--- src/rtl/mem_access.sv ---
// Memory-access stage: registers one load/store and drives a simple req/ack data bus.
// It also returns load data or passes a non-memory result through, and aborts after TIMEOUT_CYCLES.
// Optional macro MEM_MISALIGN_TRAP_EN traps misaligned half/word accesses instead of aligning them down.
module mem_access #(
  parameter int unsigned TIMEOUT_CYCLES = 16
) (
  input  logic        clk,
  input  logic        reset,
  input  logic        is_load,
  input  logic        is_store,
  input  logic [2:0]  func3,
  input  logic [31:0] result,
  input  logic [31:0] store_data,
  input  logic [4:0]  dest_i,
  output logic        stall,
  output logic        mem_req,
  output logic        mem_we,
  output logic [31:0] mem_addr,
  output logic [31:0] mem_wdata,
  output logic [3:0]  mem_be,
  input  logic [31:0] mem_rdata,
  input  logic        mem_ack,
  output logic        wb_valid,
  output logic [4:0]  wb_dest,
  output logic [31:0] wb_data,
  output logic        err
);
  typedef enum logic {IDLE = 1'b0, BUSY = 1'b1} state_t;

  localparam logic [7:0] CNT_LAST = 8'(TIMEOUT_CYCLES - 1);

  state_t      state_q, state_d;
  logic [7:0]  cnt_q, cnt_d;
  logic [1:0]  size_q, size_d, lane_q, lane_d;
  logic        uns_q, uns_d, ld_q, ld_d;
  logic [4:0]  dest_q, dest_d;
  logic        stall_q, stall_d, mem_req_q, mem_req_d, mem_we_q, mem_we_d;
  logic [31:0] mem_addr_q, mem_addr_d, mem_wdata_q, mem_wdata_d;
  logic [3:0]  mem_be_q, mem_be_d;
  logic        wb_valid_q, wb_valid_d, err_q, err_d;
  logic [4:0]  wb_dest_q, wb_dest_d;
  logic [31:0] wb_data_q, wb_data_d;

  logic        accept, trap, acc_uns;
  logic [1:0]  acc_size, acc_lane;

  function automatic logic [3:0] store_be(input logic [1:0] size, input logic [1:0] lane);
    case (size)
      2'd0:    store_be = 4'b0001 << lane;
      2'd1:    store_be = lane[1] ? 4'b1100 : 4'b0011;
      default: store_be = 4'b1111;
    endcase
  endfunction

  function automatic logic [31:0] store_wdata(input logic [1:0] size, input logic [31:0] d);
    case (size)
      2'd0:    store_wdata = {4{d[7:0]}};
      2'd1:    store_wdata = {2{d[15:0]}};
      default: store_wdata = d;
    endcase
  endfunction

  function automatic logic [31:0] load_ext(input logic [1:0] size, input logic uns,
                                           input logic [1:0] lane, input logic [31:0] rdata);
    logic [31:0] sh;
    sh = rdata >> {lane, 3'b000};
    case (size)
      2'd0:    load_ext = uns ? {24'd0, sh[7:0]} : {{24{sh[7]}}, sh[7:0]};
      2'd1:    load_ext = uns ? {16'd0, sh[15:0]} : {{16{sh[15]}}, sh[15:0]};
      default: load_ext = rdata;
    endcase
  endfunction

  // Decode access width/sign; store codes 100/101 are undefined and fall back to word.
  always_comb begin
    acc_size = 2'd2;
    acc_uns  = 1'b0;
    case (func3)
      3'b000:  begin acc_size = 2'd0; acc_uns = 1'b0; end
      3'b001:  begin acc_size = 2'd1; acc_uns = 1'b0; end
      3'b100:  begin acc_size = is_store ? 2'd2 : 2'd0; acc_uns = ~is_store; end
      3'b101:  begin acc_size = is_store ? 2'd2 : 2'd1; acc_uns = ~is_store; end
      default: begin acc_size = 2'd2; acc_uns = 1'b0; end
    endcase
    case (acc_size)
      2'd0:    acc_lane = result[1:0];
      2'd1:    acc_lane = {result[1], 1'b0};
      default: acc_lane = 2'b00;
    endcase
  end

  assign accept = (state_q == IDLE) && (is_load || is_store);

`ifdef MEM_MISALIGN_TRAP_EN
  // Misaligned half/word accesses are refused rather than aligned down.
  always_comb begin
    if (acc_size == 2'd1) trap = result[0];
    else if (acc_size == 2'd2) trap = (result[1:0] != 2'b00);
    else trap = 1'b0;
  end
`else
  assign trap = 1'b0;
`endif

  // Next-state and registered-output logic.
  always_comb begin
    state_d     = state_q;
    cnt_d       = cnt_q;
    size_d      = size_q;
    lane_d      = lane_q;
    uns_d       = uns_q;
    ld_d        = ld_q;
    dest_d      = dest_q;
    stall_d     = stall_q;
    mem_req_d   = mem_req_q;
    mem_we_d    = mem_we_q;
    mem_addr_d  = mem_addr_q;
    mem_wdata_d = mem_wdata_q;
    mem_be_d    = mem_be_q;
    wb_valid_d  = 1'b0;
    wb_dest_d   = wb_dest_q;
    wb_data_d   = wb_data_q;
    err_d       = 1'b0;
    case (state_q)
      IDLE: begin
        stall_d   = 1'b0;
        mem_req_d = 1'b0;
        if (accept && trap) begin
          err_d = 1'b1;
        end else if (accept) begin
          state_d     = BUSY;
          cnt_d       = 8'd0;
          stall_d     = 1'b1;
          mem_req_d   = 1'b1;
          mem_we_d    = is_store;
          mem_addr_d  = {result[31:2], 2'b00};
          mem_be_d    = is_store ? store_be(acc_size, acc_lane) : 4'b1111;
          mem_wdata_d = is_store ? store_wdata(acc_size, store_data) : 32'd0;
          size_d      = acc_size;
          lane_d      = acc_lane;
          uns_d       = acc_uns;
          ld_d        = ~is_store;
          dest_d      = dest_i;
        end else begin
          wb_valid_d = (dest_i != 5'd0);
          wb_dest_d  = dest_i;
          wb_data_d  = result;
        end
      end
      BUSY: begin
        if (mem_ack) begin
          state_d   = IDLE;
          stall_d   = 1'b0;
          mem_req_d = 1'b0;
          if (ld_q && (dest_q != 5'd0)) begin
            wb_valid_d = 1'b1;
            wb_dest_d  = dest_q;
            wb_data_d  = load_ext(size_q, uns_q, lane_q, mem_rdata);
          end else begin
            wb_valid_d = 1'b0;
          end
        end else if (cnt_q == CNT_LAST) begin
          state_d   = IDLE;
          stall_d   = 1'b0;
          mem_req_d = 1'b0;
          err_d     = 1'b1;
        end else begin
          cnt_d = cnt_q + 8'd1;
        end
      end
      default: state_d = IDLE;
    endcase
  end

  // State and output registers with synchronous reset.
  always_ff @(posedge clk) begin
    if (reset) begin
      state_q     <= IDLE;
      cnt_q       <= 8'd0;
      size_q      <= 2'd0;
      lane_q      <= 2'd0;
      uns_q       <= 1'b0;
      ld_q        <= 1'b0;
      dest_q      <= 5'd0;
      stall_q     <= 1'b0;
      mem_req_q   <= 1'b0;
      mem_we_q    <= 1'b0;
      mem_addr_q  <= 32'd0;
      mem_wdata_q <= 32'd0;
      mem_be_q    <= 4'd0;
      wb_valid_q  <= 1'b0;
      wb_dest_q   <= 5'd0;
      wb_data_q   <= 32'd0;
      err_q       <= 1'b0;
    end else begin
      state_q     <= state_d;
      cnt_q       <= cnt_d;
      size_q      <= size_d;
      lane_q      <= lane_d;
      uns_q       <= uns_d;
      ld_q        <= ld_d;
      dest_q      <= dest_d;
      stall_q     <= stall_d;
      mem_req_q   <= mem_req_d;
      mem_we_q    <= mem_we_d;
      mem_addr_q  <= mem_addr_d;
      mem_wdata_q <= mem_wdata_d;
      mem_be_q    <= mem_be_d;
      wb_valid_q  <= wb_valid_d;
      wb_dest_q   <= wb_dest_d;
      wb_data_q   <= wb_data_d;
      err_q       <= err_d;
    end
  end

  assign stall     = stall_q;
  assign mem_req   = mem_req_q;
  assign mem_we    = mem_we_q;
  assign mem_addr  = mem_addr_q;
  assign mem_wdata = mem_wdata_q;
  assign mem_be    = mem_be_q;
  assign wb_valid  = wb_valid_q;
  assign wb_dest   = wb_dest_q;
  assign wb_data   = wb_data_q;
  assign err       = err_q;
endmodule

--- config.mk ---
export PLATFORM = sky130hd
export DESIGN_NAME = mem_access
export DESIGN_NICKNAME = d
export VERILOG_FILES = /design/src/rtl/mem_access.sv
export SDC_FILE = /design/constraint.sdc
export NUM_CORES = 1
export LEC_CHECK = 0
export CAP_MARGIN = 0
export CORE_AREA = 5 5 134 123
export CTS_CLUSTER_SIZE = 40
export DETAILED_ROUTE_END_ITERATION = 6
export DIE_AREA = 0 0 139 128
export PLACE_DENSITY = 0.73
export SLEW_MARGIN = 0
export SYNTH_ARGS = -nofsm -noshare
export SYNTH_HDL_FRONTEND = slang
export SYNTH_SLANG_ARGS = --single-unit
--- constraint.sdc ---
create_clock -name clk -period 1.9 [get_ports clk]
set_input_delay 0.38 -clock clk [delete_from_list [all_inputs] [get_ports clk]]
set_output_delay 0.38 -clock clk [all_outputs]
set_load 0.01 [all_outputs]
==> results of run 1 <==
==> power by group through the flow <==
stage	clock network (mW)	logic (mW)	registers (mW)
finish	3.21	1.60	2.96
global route	3.37	1.73	2.98
CTS	3.26	1.60	2.96
detailed placement	0	1.59	3.01
global placement	0	1.57	3.01
floorplan	0	0.629	3.07
==> worst max-delay path by stage <==
stage / slack [ns] / end / from
after CTS: 0.03 / wb_data[24]$_SDFFE_PP0P_ / dest_q[3]$_SDFFE_PP0P_
after floorplan: 0.09 / wb_data[16]$_SDFFE_PP0P_ / mem_rdata[31]
after global placement: -0.26 / wb_data[20]$_SDFFE_PP0P_ / mem_rdata[31]
final: 0.06 / wb_data[26]$_SDFFE_PP0P_ / dest_q[3]$_SDFFE_PP0P_
after detailed placement: -0.29 / wb_data[27]$_SDFFE_PP0P_ / mem_rdata[31]
after global routing: -0.01 / wb_data[28]$_SDFFE_PP0P_ / dest_q[3]$_SDFFE_PP0P_
==> state kept, by name (all words and copies together) (netlist names) <==
name and cells:
err 1, size_q 2, state_q 1, wb_dest 5, mem_wdata 32, uns_q 1
cnt_q 8, mem_be 4, wb_valid 1, mem_req 1, ld_q 1, lane_q 2
wb_data 32, mem_we 1, mem_addr 30, dest_q 5
==> kinds of logic after synthesis <==
| logic type | share of synthesized area [%] |
|---|---|
| AND/OR/NAND/NOR | 18.8 |
| AO/OA/AOI/OAI | 24.9 |
| buffers and inverters | 4.88 |
| multiplexers | 7.44 |
| other | 0.0644 |
| flip-flops | 43.7 |
| adder cells (fa/ha/maj) | 0.215 |
==> through the flow <==
step | TNS [ns] | setup WS, ns | power (mW)
6_report | 0 | 0.0608 | 7.78
5_1_grt | -0.0280 | -0.00995 | 8.08
4_1_cts | 0 | 0.0328 | 7.81
3_5_place_dp | -7.58 | -0.292 | 4.60
3_3_place_gp | -6.34 | -0.265 | 4.58
2_1_floorplan | 0 | 0.0866 | 3.70
==> area by class of cell <==
type	instances	area, µm²	area share, %
Sequential cell	127	2540	27.7
Clock buffer	27	503	5.48
Inverter	4	15.0	0.164
Timing Repair Buffer	275	2740	29.8
Multi-Input combinational cell	494	3050	33.2
Clock inverter	5	77.6	0.845
Tap cell	202	253	2.75
==> synth_stat cells (7+ instances only) <==
cell type	n	area share [%]
nand2_1	156	10
dfxtp_1	127	44
a21oi_1	54	4.6
clkbuf_1	43	2.8
mux2i_1	41	7.1
o21ai_0	37	3.2
nor2_1	35	2.3
nor3_1	16	1.4
o2bb2ai_1	16	2.4
a311oi_1	14	2.1
buf_2	11	0.95
a311oi_2	10	2.6
nand4_1	9	0.97
o41ai_1	9	1.4
a22o_1	8	1.2
nand3_1	8	0.69
nand3b_1	8	1.0
o211ai_1	8	1.0
a211oi_1	7	0.90
a2bb2oi_1	7	1.1
o221ai_1	7	1.1
==> repair_timing <==
item	in CTS	in global routing
hold buffers	0	0
pin swaps	1	1
setup endpoints to repair	10	18
resized for setup	0	8
hold endpoints to repair	0	0
setup buffers	1	0
==> metal layers <==
layer  GRT usage (%)  vias up
met5               0        -
met4            9.44        0
met3            6.23       42
met2            34.7      221
met1            27.9     2840
li1                -     2942
==> impl_metrics.csv, run 1 <==
group,metric,value,unit
outcome,outcome,"complete, no violations",
placed_design,port_buffers,216,
clocking,clkTransAtPathRegs,0.06,ns
power,pwr_density_cell,847,nW/µm²
yosys,yosysWarnings,0,
hold_path,hold_end,"lane_q[0]$_SDFFE_PP0P_",
routing,totalWireLength,20000,µm
power,power_switching,2.01,mW
routing,drt_first_pass_iters,5,
yosys,synth_area,5820,µm²
floorplan,num_rows,43,
global_routing,grt_max_degree,38,
final_layout,finalNonFillerCells,1134,
placed_design,dp_cells,1101,
sta,finalSetupViolCount,0,
routing,drt-met1-wl,8790,µm
run,cap_violations,0,
sta,hold_slack,0.383,ns
sta,rsz0062_at_grt,"true",
floorplan,coreArea,15100,µm²
yosys,synth_edf_count,0,
final_layout,layout_common_cells,"clkdlybuf4s50_1 (215), nand2_1 (156), dfxtp_1 (125)",
yosys,synth_area_per_cell,8.47,µm²
floorplan,pin_count,219,
setup_path,cp-start-kind,"flop",
setup_path,cpPeakStageDelay,0.56,ns
sta,final_hold_viol_count,0,
global_routing,grt_pass1_vias,5807,
setup_path,crit_path_end_kind,"flop",
power,peakVddDrop,0.657,mV
global_routing,grt_use_total,21.8,%
setup_path,cp.depth,6,
placed_design,hpwl,14800,µm
setup_path,ff2ff_path_depth,6,
setup_path,crit_chain,"or4_4 -> o2111ai_4 -> buf_12 -> a21oi_4 -> buf_12 -> a311oi_1",
routing,drt_iter0_drc,417,
power,clkPwrFrac,41.3,%
clocking,cts_buffer_depth,2,
sta,fin_skew,0.00419,ns
setup_path,worstPathMaxFanout,16,
clocking,cts_tree,"yes",
final_layout,design_area,9180,µm²
sta,final_max_slew_viol_count,0,
power,p_seq_share,38.1,%
sta,period_minus_slack,1.84,ns
power,intPower,5.77,mW
clocking,cts_made_buffers,17,
yosys,synth_flop_cell,"dfxtp_1",
clocking,cts.sink_count,127,
floorplan,floorplan.initialDensity,38.6,%
power,p_leak,3.44,nW
placed_design,placed_area,8550,µm²
setup_path,rrSetupSlack,0.06,ns
final_layout,final_layout_size_suffix_gt1_share,12.6,%
power,swShare,25.8,%
power,power.share.combinational,20.6,%
sta,period_share,96.8,%
global_routing,antenna_found_initial,0,
final_layout,fin_util,61.0,%
hold_path,min_path_cells,2,
setup_path,crit_arrival,2.16,ns
floorplan,die_y,128,µm
routing,post_drt_wl_per_cell,17.7,µm
setup_path,crit_buf_inv,2,
yosys,synth.distinct_cells,52,
setup_path,slowest_stage,"or4_4",
setup_path,path_class,"reg2reg",
final_layout,diodes,0,
global_routing,grt-ovfl-total,0,
yosys,yosysSeqAreaShare,43.7,%
final_layout,fillers,1289,
routing,antenna_left,0,
routing,wl_met2,9230,µm
yosys,synth_cells,687,
clocking,clk-insertion-delay-late,0.41,ns
clocking,htree_levels,4,
setup_path,path_delay_family,"simple AND/OR/NAND/NOR gates",
placed_design,gp_congestion,0.895,
routing,drc_errors,0,
routing,via_per_inst,5.33,
setup_path,crit_path_frequent_cell,"buf_12",
final_layout,final_common_cell,"clkdlybuf4s50_1",
final_layout,nets,1029,
routing,maxUsedRoutingLayer,"met4",
floorplan,die_w,139,µm
floorplan,die-area,17800,µm²
routing,route.met3.wl,1420,µm
hold_path,holdCritStartpoint,"reset",
yosys,synth-async-reset-ratio,0,%
global_routing,grt_first_pass_wirelength,31000,µm
yosys,ys_ff_latch,127,
final_layout,area_growth,57.8,%
setup_path,crit_required,2.22,ns
setup_path,timing.rr.end,"wb_data[26]$_SDFFE_PP0P_",
sta,fmax,0.544,GHz
clocking,root_buffer,"clkbuf_16",
hold_path,hold_class,"in2reg",
setup_path,crit-reg2reg-launch,"dest_q[3]$_SDFFE_PP0P_",
routing,vias,6045,
(Power assumes the default switching activity.)
==> run 2, diff against run 1 <==
ABC_CLOCK_PERIOD_IN_PS = 1900   (was default)
==> results of run 2 <==
No change in the layout: final DEF, timing and power equal those of run 1.
==> run 3, diff against run 2 <==
CORE_AREA = 5 5 142 131   (was 5 5 134 123)
DIE_AREA = 0 0 147 136   (was 0 0 139 128)
PLACE_DENSITY = 0.66   (was 0.73)
==> impl_metrics.csv, run 3 (synthesis results as in run 1) <==
group,metric,value,unit
routing,totalWireLength,21100,µm
clocking,htree_levels,4,
sta,period_minus_slack,1.84,ns
global_routing,grt_use_met3,4.90,%
power,swShare,27.2,%
power,power_switching,2.17,mW
final_layout,diodes,0,
sta,final_hold_viol_count,0,
final_layout,finalNonFillerCells,1152,
floorplan,pin_count,219,
placed_design,dp_cells,1119,
global_routing,grt_use_total,20.5,%
setup_path,crit_path_end_kind,"flop",
final_layout,fin_util,54.0,%
sta,finalSetupViolCount,0,
power,p_leak,3.46,nW
setup_path,path_class,"reg2reg",
routing,via_per_inst,5.25,
clocking,cts.sink_count,127,
clocking,root_buffer,"clkbuf_16",
placed_design,hpwl,15700,µm
setup_path,cp-start-kind,"flop",
global_routing,gr-usage-met1,27.3,%
floorplan,die_y,136,µm
final_layout,area_growth,58.8,%
sta,period_share,96.6,%
setup_path,rrSetupSlack,0.06,ns
clocking,cts_tree,"yes",
placed_design,port_buffers,216,
clocking,cts_made_buffers,17,
routing,vias,6049,
power,pwr_density_cell,861,nW/µm²
global_routing,antenna_found_initial,0,
power,clkPwrFrac,42.5,%
final_layout,fillers,1587,
power,p_seq_share,37.2,%
final_layout,final_layout_size_suffix_gt1_share,13.5,%
sta,relSlewSlack,59.5,%
final_layout,final_common_cell,"clkdlybuf4s50_1",
setup_path,timing.rr.end,"wb_data[21]$_SDFFE_PP0P_",
power,power.share.combinational,20.3,%
routing,antenna_left,0,
clocking,postCtsHoldBufs,0,
setup_path,worstPathMaxFanout,16,
floorplan,floorplan.initialDensity,34.0,%
hold_path,hold_end,"err$_SDFF_PP0_",
routing,drt_first_pass_iters,5,
global_routing,use_met2,31.9,%
clocking,cts_buffer_depth,2,
setup_path,ff2ff_path_depth,6,
global_routing,grt-ovfl-total,0,
sta,final_max_slew_viol_count,0,
power,intPower,5.79,mW
hold_path,hold_class,"in2reg",
final_layout,layout_common_cells,"clkdlybuf4s50_1 (215), nand2_1 (156), dfxtp_1 (127)",
floorplan,die-area,20000,µm²
routing,drc_errors,0,
setup_path,crit_arrival,2.16,ns
routing,drt_iter0_drc,323,
hold_path,min_path_cells,2,
sta,rsz0062_at_grt,"false",
floorplan,die_w,147,µm
sta,worst_slew_pin_slew,0.607,ns
final_layout,nets,1033,
setup_path,crit-reg2reg-launch,"dest_q[1]$_SDFFE_PP0P_",
global_routing,grt_first_pass_wirelength,32800,µm
power,peakVddDrop,0.637,mV
routing,post_drt_wl_per_cell,18.3,µm
sta,fin_skew,0.00873,ns
clocking,clk-insertion-delay-late,0.42,ns
outcome,outcome,"complete, no violations",
floorplan,coreArea,17100,µm²
hold_path,holdCritStartpoint,"reset",
global_routing,grt.busiest_layer,"met2",
run,cap_violations,0,
setup_path,crit_required,2.22,ns
floorplan,num_rows,46,
sta,fmax,0.545,GHz
global_routing,grt_pass1_vias,5958,
clocking,clkTransAtPathRegs,0.06,ns
placed_design,gp_congestion,0.895,
global_routing,grt_max_degree,52,
==> run 3: changes by cell type in the layout (fill, tap and decap cells not counted), sizes merged <==
cell and delta:
clkinv +2, bufinv +1, clkbuf -9, clkinvlp +1
buf +4, inv +5
==> run 3: power by group through the flow <==
stage,clock [mW],combinational [mW],sequential (mW)
finish,3.38,1.62,2.96
detailed placement,0,1.60,3.01
floorplan,0,0.629,3.07
CTS,3.45,1.61,2.96
global route,3.56,1.74,2.98
global placement,0,1.59,3.01
==> run 3: metal layers <==
| layer | vias to the layer above | routed length (µm) |
|---|---|---|
| met2 | 213 | 9750 |
| met1 | 2833 | 9450 |
| met5 | - | 0 |
| li1 | 2960 | - |
| met4 | 0 | 645 |
| met3 | 43 | 1280 |
==> run 3: critical path, cell delays in order, from the launching register on <==
cell,delay (ns)
dfxtp_1,0.32
or4_4,0.57
o2111ai_4,0.22
buf_12,0.17
a21oi_4,0.06
buf_12,0.16
a311oi_1,0.24
==> run 3: layout make-up <==
cell class	count	area, µm²	area share [%]
Sequential cell	127	2540	27.5
Multi-Input combinational cell	494	3070	33.2
Tap cell	216	270	2.93
Inverter	4	15.0	0.163
Clock buffer	18	429	4.65
Clock inverter	14	180	1.95
Timing Repair Buffer	279	2730	29.6
==> run 3: worst max path at each step <==
stage / startpoint / to / slack (ns) / cells after the start
after floorplan: mem_rdata[31] / wb_data[16]$_SDFFE_PP0P_ / 0.09 / 6
after global placement: mem_rdata[31] / wb_data[20]$_SDFFE_PP0P_ / -0.19 / 6
after detailed placement: mem_rdata[31] / wb_data[21]$_SDFFE_PP0P_ / -0.22 / 6
after CTS: dest_q[3]$_SDFFE_PP0P_ / wb_data[7]$_SDFFE_PP0P_ / 0.002 / 4
after global routing: dest_q[1]$_SDFFE_PP0P_ / wb_data[23]$_SDFFE_PP0P_ / 0.005 / 6
final: dest_q[1]$_SDFFE_PP0P_ / wb_data[21]$_SDFFE_PP0P_ / 0.06 / 6
==> run 3: timing repair <==
item | in CTS | in global routing
pin swaps | 1 | 3
endpoints found under the setup margin | 6 | 25
resized for setup | 0 | 10
setup buffers | 1 | 0
==> run 3: through the flow <==
step | instance area, µm² | worst slack, ns | power (mW) | hold WS, ns | TNS, ns
2_1_floorplan | 5820 | 0.0866 | 3.70 | 0.438 | 0
3_3_place_gp | 8560 | -0.190 | 4.60 | 0.433 | -4.62
3_5_place_dp | 8560 | -0.218 | 4.61 | 0.437 | -5.78
4_1_cts | 9190 | 0.00218 | 8.01 | 0.251 | 0
5_1_grt | 9240 | 0.00536 | 8.28 | 0.285 | 0
6_report | 9240 | 0.0637 | 7.95 | 0.281 | 0
